==> src/rtl/input_cond_pkg.sv <==
// rtl/input_cond_pkg.sv - shared types and width helpers for the input conditioner
//
// Contents:
//   edge_mode_e  - selects which accepted edges retrigger the pulse stretcher
//   count_width  - bit width of a counter that must hold the values 0..max_count

package input_cond_pkg;

    typedef enum logic [1:0] {
        EDGE_RISE = 2'd0,
        EDGE_FALL = 2'd1,
        EDGE_BOTH = 2'd2
    } edge_mode_e;

    // The debounce counter only reaches DEBOUNCE_CYCLES-1, but the stretcher is
    // loaded with STRETCH_CYCLES itself, so both are sized for 0..max_count.
    function automatic int count_width(input int max_count);
        if (max_count < 1) begin
            return 1;
        end
        return $clog2(max_count + 1);
    endfunction

endpackage

==> src/rtl/input_conditioner_ch.sv <==
// rtl/input_conditioner_ch.sv - one conditioner channel: sync, debounce, edge pulses, stretcher
//
// Ports:
//   clk        in   system clock
//   rst        in   asynchronous reset, active-low
//   in         in   raw asynchronous input
//   level      out  debounced level
//   rise       out  one-cycle pulse when level goes 0->1
//   fall       out  one-cycle pulse when level goes 1->0
//   stretch    out  high for STRETCH_CYCLES cycles after a selected edge
//   event_next out  combinational accept strobe; the top registers it so that
//                   any_event lines up with rise/fall

module input_conditioner_ch
    import input_cond_pkg::*;
#(
    parameter int         DEBOUNCE_CYCLES = 4,
    parameter int         STRETCH_CYCLES  = 4,
    parameter edge_mode_e EDGE_MODE       = EDGE_RISE,
    parameter logic       INIT_LEVEL      = 1'b0
) (
    input  logic clk,
    input  logic rst,
    input  logic in,
    output logic level,
    output logic rise,
    output logic fall,
    output logic stretch,
    output logic event_next
);

    localparam int CNT_W = count_width(DEBOUNCE_CYCLES);
    localparam int SC_W  = count_width(STRETCH_CYCLES);

    localparam logic [CNT_W-1:0] CNT_LAST = CNT_W'(DEBOUNCE_CYCLES - 1);
    localparam logic [SC_W-1:0]  SC_LOAD  = SC_W'(STRETCH_CYCLES);

    logic             s1;
    logic             s2;
    logic [CNT_W-1:0] cnt;
    logic [SC_W-1:0]  sc;

    logic accept;
    logic rise_next;
    logic fall_next;
    logic stretch_load;

    // Accept once s2 has disagreed with level on DEBOUNCE_CYCLES consecutive
    // edges; cnt holds how many of those edges have already been seen.
    always_comb begin
        accept       = 1'b0;
        rise_next    = 1'b0;
        fall_next    = 1'b0;
        stretch_load = 1'b0;

        if ((s2 != level) && (cnt == CNT_LAST)) begin
            accept = 1'b1;
        end

        rise_next = accept & s2;
        fall_next = accept & ~s2;

        case (EDGE_MODE)
            EDGE_RISE: stretch_load = rise_next;
            EDGE_FALL: stretch_load = fall_next;
            default:   stretch_load = accept;
        endcase
    end

    assign event_next = accept;

    // Two-flop synchroniser; resets to the channel's idle level so a pad that
    // already sits at INIT_LEVEL produces no edge after reset release.
    always_ff @(posedge clk or negedge rst) begin
        if (!rst) begin
            s1 <= INIT_LEVEL;
            s2 <= INIT_LEVEL;
        end else begin
            s1 <= in;
            s2 <= s1;
        end
    end

    // Debounce counter and accepted level.
    always_ff @(posedge clk or negedge rst) begin
        if (!rst) begin
            level <= INIT_LEVEL;
            cnt   <= '0;
        end else if (s2 == level) begin
            cnt <= '0;
        end else if (accept) begin
            level <= s2;
            cnt   <= '0;
        end else begin
            cnt <= cnt + 1'b1;
        end
    end

    // Edge pulses are registered on the same edge as the level update, so
    // they are mutually exclusive and last exactly one cycle.
    always_ff @(posedge clk or negedge rst) begin
        if (!rst) begin
            rise <= 1'b0;
            fall <= 1'b0;
        end else begin
            rise <= rise_next;
            fall <= fall_next;
        end
    end

    // Retriggerable stretcher: a matching event reloads rather than queues.
    always_ff @(posedge clk or negedge rst) begin
        if (!rst) begin
            sc <= '0;
        end else if (stretch_load) begin
            sc <= SC_LOAD;
        end else if (sc != '0) begin
            sc <= sc - 1'b1;
        end
    end

    // Compare of a registered count: glitch-free, and rises with the pulse.
    assign stretch = (sc != '0);

endmodule

==> src/rtl/input_conditioner.sv <==
// rtl/input_conditioner.sv - multi-channel conditioner for asynchronous board inputs
//
// Ports:
//   clk        in   system clock (25 MHz domain)
//   rst        in   asynchronous reset, active-low
//   in         in   [CHANNELS] raw asynchronous inputs
//   level      out  [CHANNELS] debounced levels
//   rise       out  [CHANNELS] one-cycle 0->1 pulses
//   fall       out  [CHANNELS] one-cycle 1->0 pulses
//   stretch    out  [CHANNELS] stretched pulses on the selected edges
//   any_event  out  OR of all rise|fall bits, in the same cycle as those bits
//
// Reset release is expected to be synchronous to clk already; no release
// synchroniser is added here.

module input_conditioner
    import input_cond_pkg::*;
#(
    parameter int                  CHANNELS        = 4,
    parameter int                  DEBOUNCE_CYCLES = 4,
    parameter int                  STRETCH_CYCLES  = 4,
    parameter edge_mode_e          EDGE_MODE       = EDGE_RISE,
    parameter logic [CHANNELS-1:0] INIT_LEVEL      = '0
) (
    input  logic                clk,
    input  logic                rst,
    input  logic [CHANNELS-1:0] in,
    output logic [CHANNELS-1:0] level,
    output logic [CHANNELS-1:0] rise,
    output logic [CHANNELS-1:0] fall,
    output logic [CHANNELS-1:0] stretch,
    output logic                any_event
);

    logic [CHANNELS-1:0] event_next;

    for (genvar i = 0; i < CHANNELS; i++) begin : g_ch
        input_conditioner_ch #(
            .DEBOUNCE_CYCLES (DEBOUNCE_CYCLES),
            .STRETCH_CYCLES  (STRETCH_CYCLES),
            .EDGE_MODE       (EDGE_MODE),
            .INIT_LEVEL      (INIT_LEVEL[i])
        ) u_ch (
            .clk        (clk),
            .rst        (rst),
            .in         (in[i]),
            .level      (level[i]),
            .rise       (rise[i]),
            .fall       (fall[i]),
            .stretch    (stretch[i]),
            .event_next (event_next[i])
        );
    end

    // Registered from the channels' pre-register accept strobes so that it is
    // high in exactly the cycles where some rise or fall bit is high.
    always_ff @(posedge clk or negedge rst) begin
        if (!rst) begin
            any_event <= 1'b0;
        end else begin
            any_event <= |event_next;
        end
    end

endmodule
==> config.mk <==
export PLATFORM = sky130hd
export DESIGN_NAME = input_conditioner
export DESIGN_NICKNAME = d
export VERILOG_FILES = /design/src/rtl/input_cond_pkg.sv /design/src/rtl/input_conditioner_ch.sv /design/src/rtl/input_conditioner.sv
export SDC_FILE = /design/constraint.sdc
export NUM_CORES = 1
export LEC_CHECK = 0
export ABC_AREA = 1
export CAP_MARGIN = 20
export CORE_UTILIZATION = 50
export CTS_CLUSTER_DIAMETER = 100
export DETAILED_ROUTE_END_ITERATION = 16
export PLACE_DENSITY = 0.72
export RECOVER_POWER = 25
export SLEW_MARGIN = 0
export SYNTH_ARGS = -nofsm -noshare
export SYNTH_HDL_FRONTEND = slang
export SYNTH_SLANG_ARGS = --single-unit
==> constraint.sdc <==
create_clock -name clk -period 1.5 [get_ports clk]
set_clock_uncertainty 0.2 [all_clocks]
set_input_delay 0.3 -clock clk [delete_from_list [all_inputs] [get_ports clk]]
set_output_delay 0.3 -clock clk [all_outputs]
set_load 0.02 [all_outputs]
==> impl_metrics.toml, run 1 <==
[hold_path]
hp-class = "flop to flop"

[worst_setup_path]
cp-end-kind = "output port"
critical_path.slowest_cell = "dfrtp_1"
crit_family = "flip-flops"
critPathRequiredTime_ns = 1.00
crit_arrival_ns = 1.10
crit_type = "flop to output port"
cp_num_buf_inv = 2
crit_fanout = 2
slowest_delay_ns = 0.40
crit_path_start_kind = "flop"
worstPathCellList = "inv_2 -> ha_4 -> nand2_4 -> buf_6"

[sta]
finalSetupViolations = 4
hold_violations = 0
relSlewSlack_pct = 61.5
fin_tns_setup_ns = -0.294
worst_pin_slew_ns = 0.577
worst_slack_ns = -0.104
max_clock_freq_mhz = 623
hold_ws_ns = 0.151
final_max_slew_viol_count = 0
post-route-period-util_pct = 107
period_minus_slack_ns = 1.60
rsz0062_at_grt = "yes"

[clock_network]
cts-root-buf = "clkbuf_8"
clkTransAtPathRegs_ns = 0.07
clock_sinks = 45
cts_buffers = 5
clock_latency_ns = 0.29
cts_tree = "yes"
htreeDepth = 2
clk_path_buf_depth = 2

[routing]
drt_iter0_drc = 20
drc_errors = 0
dr_total_vias = 1295
postRouteAntennaNets = 0
totalWireLength_mm = 2.94
dr.pass1.iters = 2
vias_per_cell = 4.39
wl_per_cell_um = 9.97

[die]
dieArea_um2 = 4340
fp-row-count = 22
start_util_pct = 54.0
io_pins = 23
dieHeight_um = 65.8
die_w_um = 65.8
core_um2 = 3770

[placed_design]
dp_hpwl_mm = 2.00
dp.cells = 277
globalplace.congestion = 0.732
port_buffers = 22

[synth]
synth_top_area_share_pct = 55.2
synth_area_leaders = "dfrtp_1 (55%), ha_1 (7.4%), buf_4 (5.9%)"
syn_nets = 221
netlist-cell-type-count = 23
synth-seq-area-share_pct = 55.2
synth-seq-cells = 45
synth_top_area_cell = "dfrtp_1"
yosys_warnings = 0
synth_cells = 203
synth_area_um2 = 2040
syn_avg_cell_area_um2 = 10.0

[layout]
finalNetCount = 264
antenna-diode-count = 0
final_common_cell = "dfrtp_1"
layout.cells.non_filler = 295
final_cell_mix = "dfrtp_1 (45), buf_4 (28), nand2_1 (24)"
syn2layout_area_growth_pct = 26.3
n_fill_cell = 279
drive_gt1_share_pct = 34.8
final_util_pct = 68.3

[grt]
track_usage_pct = 15.4
grt_pass1_wl_mm = 5.04
antenna_found_initial = 0
grt_pass1_vias = 1304
gr-total-overflow = 0
grt_start_max_net_pins = 46

[run_status]
violations = "setup timing"
status = "finished with violations"

[flow_run]
drv_cap = 0

[power]
peakVddDrop_mv = 0.967
power_density_nw_per_um2 = 1900
leakage_uw = 0.00139
power.total_uw = 4900
[through the flow]
stage               setup WS (ns)  area [um^2]
floorplan                   0.151         2040
global placement           -0.264         2360
detailed placement         -0.288         2360
CTS                        -0.160         2500
global route               -0.137         2570
finish                     -0.104         2570
[path summary, 6_finish.rpt]
kind                                          from            endpoint  slack [ns]  cells after the start
worst max register to register  g_ch[0].u_ch.sc[0]  g_ch[0].u_ch.sc[0]        0.04                      7
worst max-delay path            g_ch[2].u_ch.sc[0]          stretch[2]       -0.10                      4
worst min register to register     g_ch[1].u_ch.s1     g_ch[1].u_ch.s2        0.15                      0
worst min-delay path               g_ch[1].u_ch.s1     g_ch[1].u_ch.s2        0.15                      0
min in group asynchronous                      rst  g_ch[0].u_ch.sc[0]        0.46                      3
max in group asynchronous                      rst  g_ch[1].u_ch.level        0.25                      3
[kinds of logic after synthesis]
| group | Yosys count | synth area share [%] |
|---|---|---|
| adders and majority gates | 12 | 7.37 |
| DFF | 45 | 55.2 |
| and+or+nand+nor | 78 | 20.4 |
| buffers and inverters | 55 | 13.1 |
| xor gates and xnor gates | 2 | 0.860 |
| AOI/OAI and AO/OA | 11 | 3.07 |
[metal layers]
metal / up-vias / GRT usage (%) / wire length, um
li1: 683 / - / -
met1: 592 / 17.1 / 1250
met2: 14 / 27.4 / 1570
met3: 6 / 5.00 / 89
met4: 0 / 5.16 / 29
met5: - / 0 / 0
[cell usage after synthesis]
master and instances:
a21oi_1 2, buf_4 16, dfrtp_1 45, ha_1 12
inv_1 31, inv_2 8, nand2_1 25, nand2_2 12
nand2_4 1, nand3_2 2, nand3b_1 2, nor2_1 21
nor2_2 1, nor2_4 4, nor3_1 6, nor3_2 2
nor3b_1 1, nor3b_2 1, o211ai_1 2, o21a_1 1
o21ai_0 3, o21ai_1 3, xnor2_1 2
[state kept, by name, indices dropped and copies added, names as in the netlist]
register	cells
any_event	1
g_ch.u_ch.cnt	12
g_ch.u_ch.fall	4
g_ch.u_ch.level	4
g_ch.u_ch.rise	4
g_ch.u_ch.s1	4
g_ch.u_ch.s2	4
g_ch.u_ch.sc	12
[layout make-up]
class | instances | area [um^2] | area share (%)
Sequential cell | 45 | 1130 | 43.7
Multi-Input combinational cell | 103 | 718 | 27.9
Timing Repair Buffer | 52 | 439 | 17.1
Inverter | 39 | 149 | 5.78
Clock buffer | 6 | 72.6 | 2.82
Tap cell | 48 | 60.1 | 2.33
Clock inverter | 2 | 10.0 | 0.389
[power breakdown]
part | switching [uW] | internal (uW) | leakage, uW | total, uW
logic | 1210 | 1250 | 0.000774 | 2460
registers | 178 | 1570 | 0.000570 | 1750
clock network | 367 | 323 | 0.0000450 | 690
total | 1760 | 3140 | 0.00139 | 4900
[timing repair]
item,CTS,global route
endpoints found under the hold margin,45,0
gates cloned,0,0
setup endpoints to repair,17,8
hold buffers,1,0
pin swaps,6,4
setup buffers,3,6
gates resized for setup,53,13
[worst reg2reg max path: cells and delay by family (launching register included)]
kind,cells,cell delay [ns]
buffers and inverters,4,0.42
flip-flops,1,0.36
adder cells (fa/ha/maj),1,0.16
AO/OA/AOI/OAI,1,0.14
AND/OR/NAND/NOR,1,0.07
No activity file was read; power rests on OpenSTA's default activity.
==> inputs of run 2 (changes only) <==
- HOLD_SLACK_MARGIN: unset -> 0.05
==> results of run 2 <==
The final DEF is identical to that of run 1; final timing and power are the same.
==> inputs of run 3 (changes only) <==
- REMOVE_ABC_BUFFERS: unset -> 1
- SKIP_LAST_GASP: unset -> 1
==> run 3 against run 2 <==
  * Worst hold slack gained 0.0011 ns
  * First-iteration DRC count grew to 2.6 times the previous value
  * Highest routed layer unchanged
  * Cell area shrank 0.39%
  * The run still ends with setup timing left
  * Die area is the same
  * Clock-buffer cell count grew 2
  * Core utilization shrank 0.27 points
  * Sequential cell count is the same
==> impl_metrics.toml, run 3 (synthesis results as in run 1) <==
[flow_run]
drv_cap = 0

[power]
pwr-share-comb_pct = 50.4
clkPwrFrac_pct = 14.0
leakage_uw = 0.00139
power_density_nw_per_um2 = 1930
swShare_pct = 36.0
intPower_uw = 3170
peakVddDrop_mv = 1.17
p_switching_uw = 1780
pwr-share-seq_pct = 35.6
power.total_uw = 4950

[layout]
design_area_um2 = 2560
syn2layout_area_growth_pct = 25.8
final_common_cell = "dfrtp_1"
antenna-diode-count = 0
final_cell_mix = "dfrtp_1 (45), buf_4 (31), nand2_1 (24)"
register_area_um2 = 1130
drive_gt1_share_pct = 34.9
n_fill_cell = 278
reg_top3 = "g_ch.u_ch.cnt: 12 flops, g_ch.u_ch.sc: 12 flops"
finalNetCount = 266
final_util_pct = 68.0
multiInputGateArea_um2 = 711

[worst_setup_path]
crit_arrival_ns = 1.10
crit_path_start_kind = "flop"
r2r_setup_slack_ns = 0.08
cp-end-kind = "output port"
critPathRequiredTime_ns = 1.00
crit_type = "flop to output port"
crit_fanout = 2

[clock_network]
clk_path_buf_depth = 2
clock_latency_ns = 0.28
cts_buffers = 5
htreeDepth = 2
clock_sinks = 45
cts-root-buf = "clkbuf_8"
cts_tree = "yes"
clkTransAtPathRegs_ns = 0.08

[sta]
rsz0062_at_grt = "yes"
finalSetupViolations = 4
max_clock_freq_mhz = 624
worst_slack_ns = -0.102
period_minus_slack_ns = 1.60
post-route-period-util_pct = 107
hold_violations = 0
fin_tns_setup_ns = -0.313
hold_ws_ns = 0.152
worst_pin_slew_ns = 0.582
relSlewSlack_pct = 61.2
final_max_slew_viol_count = 0

[run_status]
status = "finished with violations"
violations = "setup timing"

[routing]
drt_iter0_drc = 51
dr_total_vias = 1354
wl_per_cell_um = 11.0
drc_errors = 0
dr.pass1.iters = 4
totalWireLength_mm = 3.26
vias_per_cell = 4.56
postRouteAntennaNets = 0

[placed_design]
globalplace.congestion = 0.699
dp_hpwl_mm = 2.15
port_buffers = 22
place_area_um2 = 2360

[grt]
grt_pass1_wl_mm = 5.61
gr-total-overflow = 0
grt_pass1_vias = 1387
grt_start_max_net_pins = 46
antenna_found_initial = 0
track_usage_pct = 17.3

[die]
core_um2 = 3770
die_w_um = 65.8
dieHeight_um = 65.8
start_util_pct = 54.0
fp-row-count = 22
io_pins = 23
dieArea_um2 = 4340

[hold_path]
hp-class = "flop to flop"
run 3: changes by cell type in the layout (fill, tap and decap cells not counted), moves of 2 or more:
cell	previous run	this run
clkdlybuf4s15_1	6	2
dlygate4sd2_1	7	10
buf_4	28	31
clkbuf_1	1	3
nand2_2	9	12
nand2_4	5	2
clkinv_2	2	0
run 3: final cells by class:
cell class | instances | share of cell area, %
repair buffers | 54 | 17.2
flip-flops and latches | 45 | 43.9
well taps | 48 | 2.34
multi-input cells | 103 | 27.7
clock buffers | 8 | 3.12
inverters | 39 | 5.71
run 3: path summary, 6_finish.rpt:
check                      cells after the start               start                  end
max                                            4  g_ch[0].u_ch.sc[1]           stretch[0]
min                                            0     g_ch[2].u_ch.s1      g_ch[2].u_ch.s2
max reg2reg                                    6  g_ch[1].u_ch.sc[0]   g_ch[1].u_ch.sc[2]
min reg2reg                                    0     g_ch[2].u_ch.s1      g_ch[2].u_ch.s2
max in group asynchronous                      3                 rst  g_ch[1].u_ch.cnt[0]
min in group asynchronous                      3                 rst   g_ch[2].u_ch.sc[1]
run 3: stage by stage:
stage                     setup slack, ns  cells
after floorplan                     0.181    187
after global placement             -0.248    277
after detailed placement           -0.282    277
after CTS                          -0.167    291
after global routing               -0.150    297
final                              -0.102    297
run 3: metal layers:
layer  wire, um  vias up  global-route usage [%]
met5          0        -                       0
met2       1730       25                    30.4
met1       1380      637                    20.4
met3        103        8                    4.31
met4         46        0                    6.25
li1           -      684                       -
run 3: power groups by stage:
stage	Clock (uW)	Combinational (uW)	Sequential [uW]
finish	694	2490	1760
global route	772	2800	1800
CTS	722	2270	1750
detailed placement	0	2130	1760
global placement	0	2050	1750
floorplan	0	1180	1840
run 3: timing repair:
item,4_1_cts,5_1_grt
endpoints found under the hold margin,45,0
resized for setup,49,10
pin swaps,5,1
setup endpoints to repair,17,9
hold buffers,1,0
buffers inserted,5,6
run 3: critical path, cell delays in order, from the launching register on:
cell and delay [ns]:
dfrtp_1 0.39, inv_2 0.08, ha_4 0.14, nand2_2 0.06, buf_4 0.15
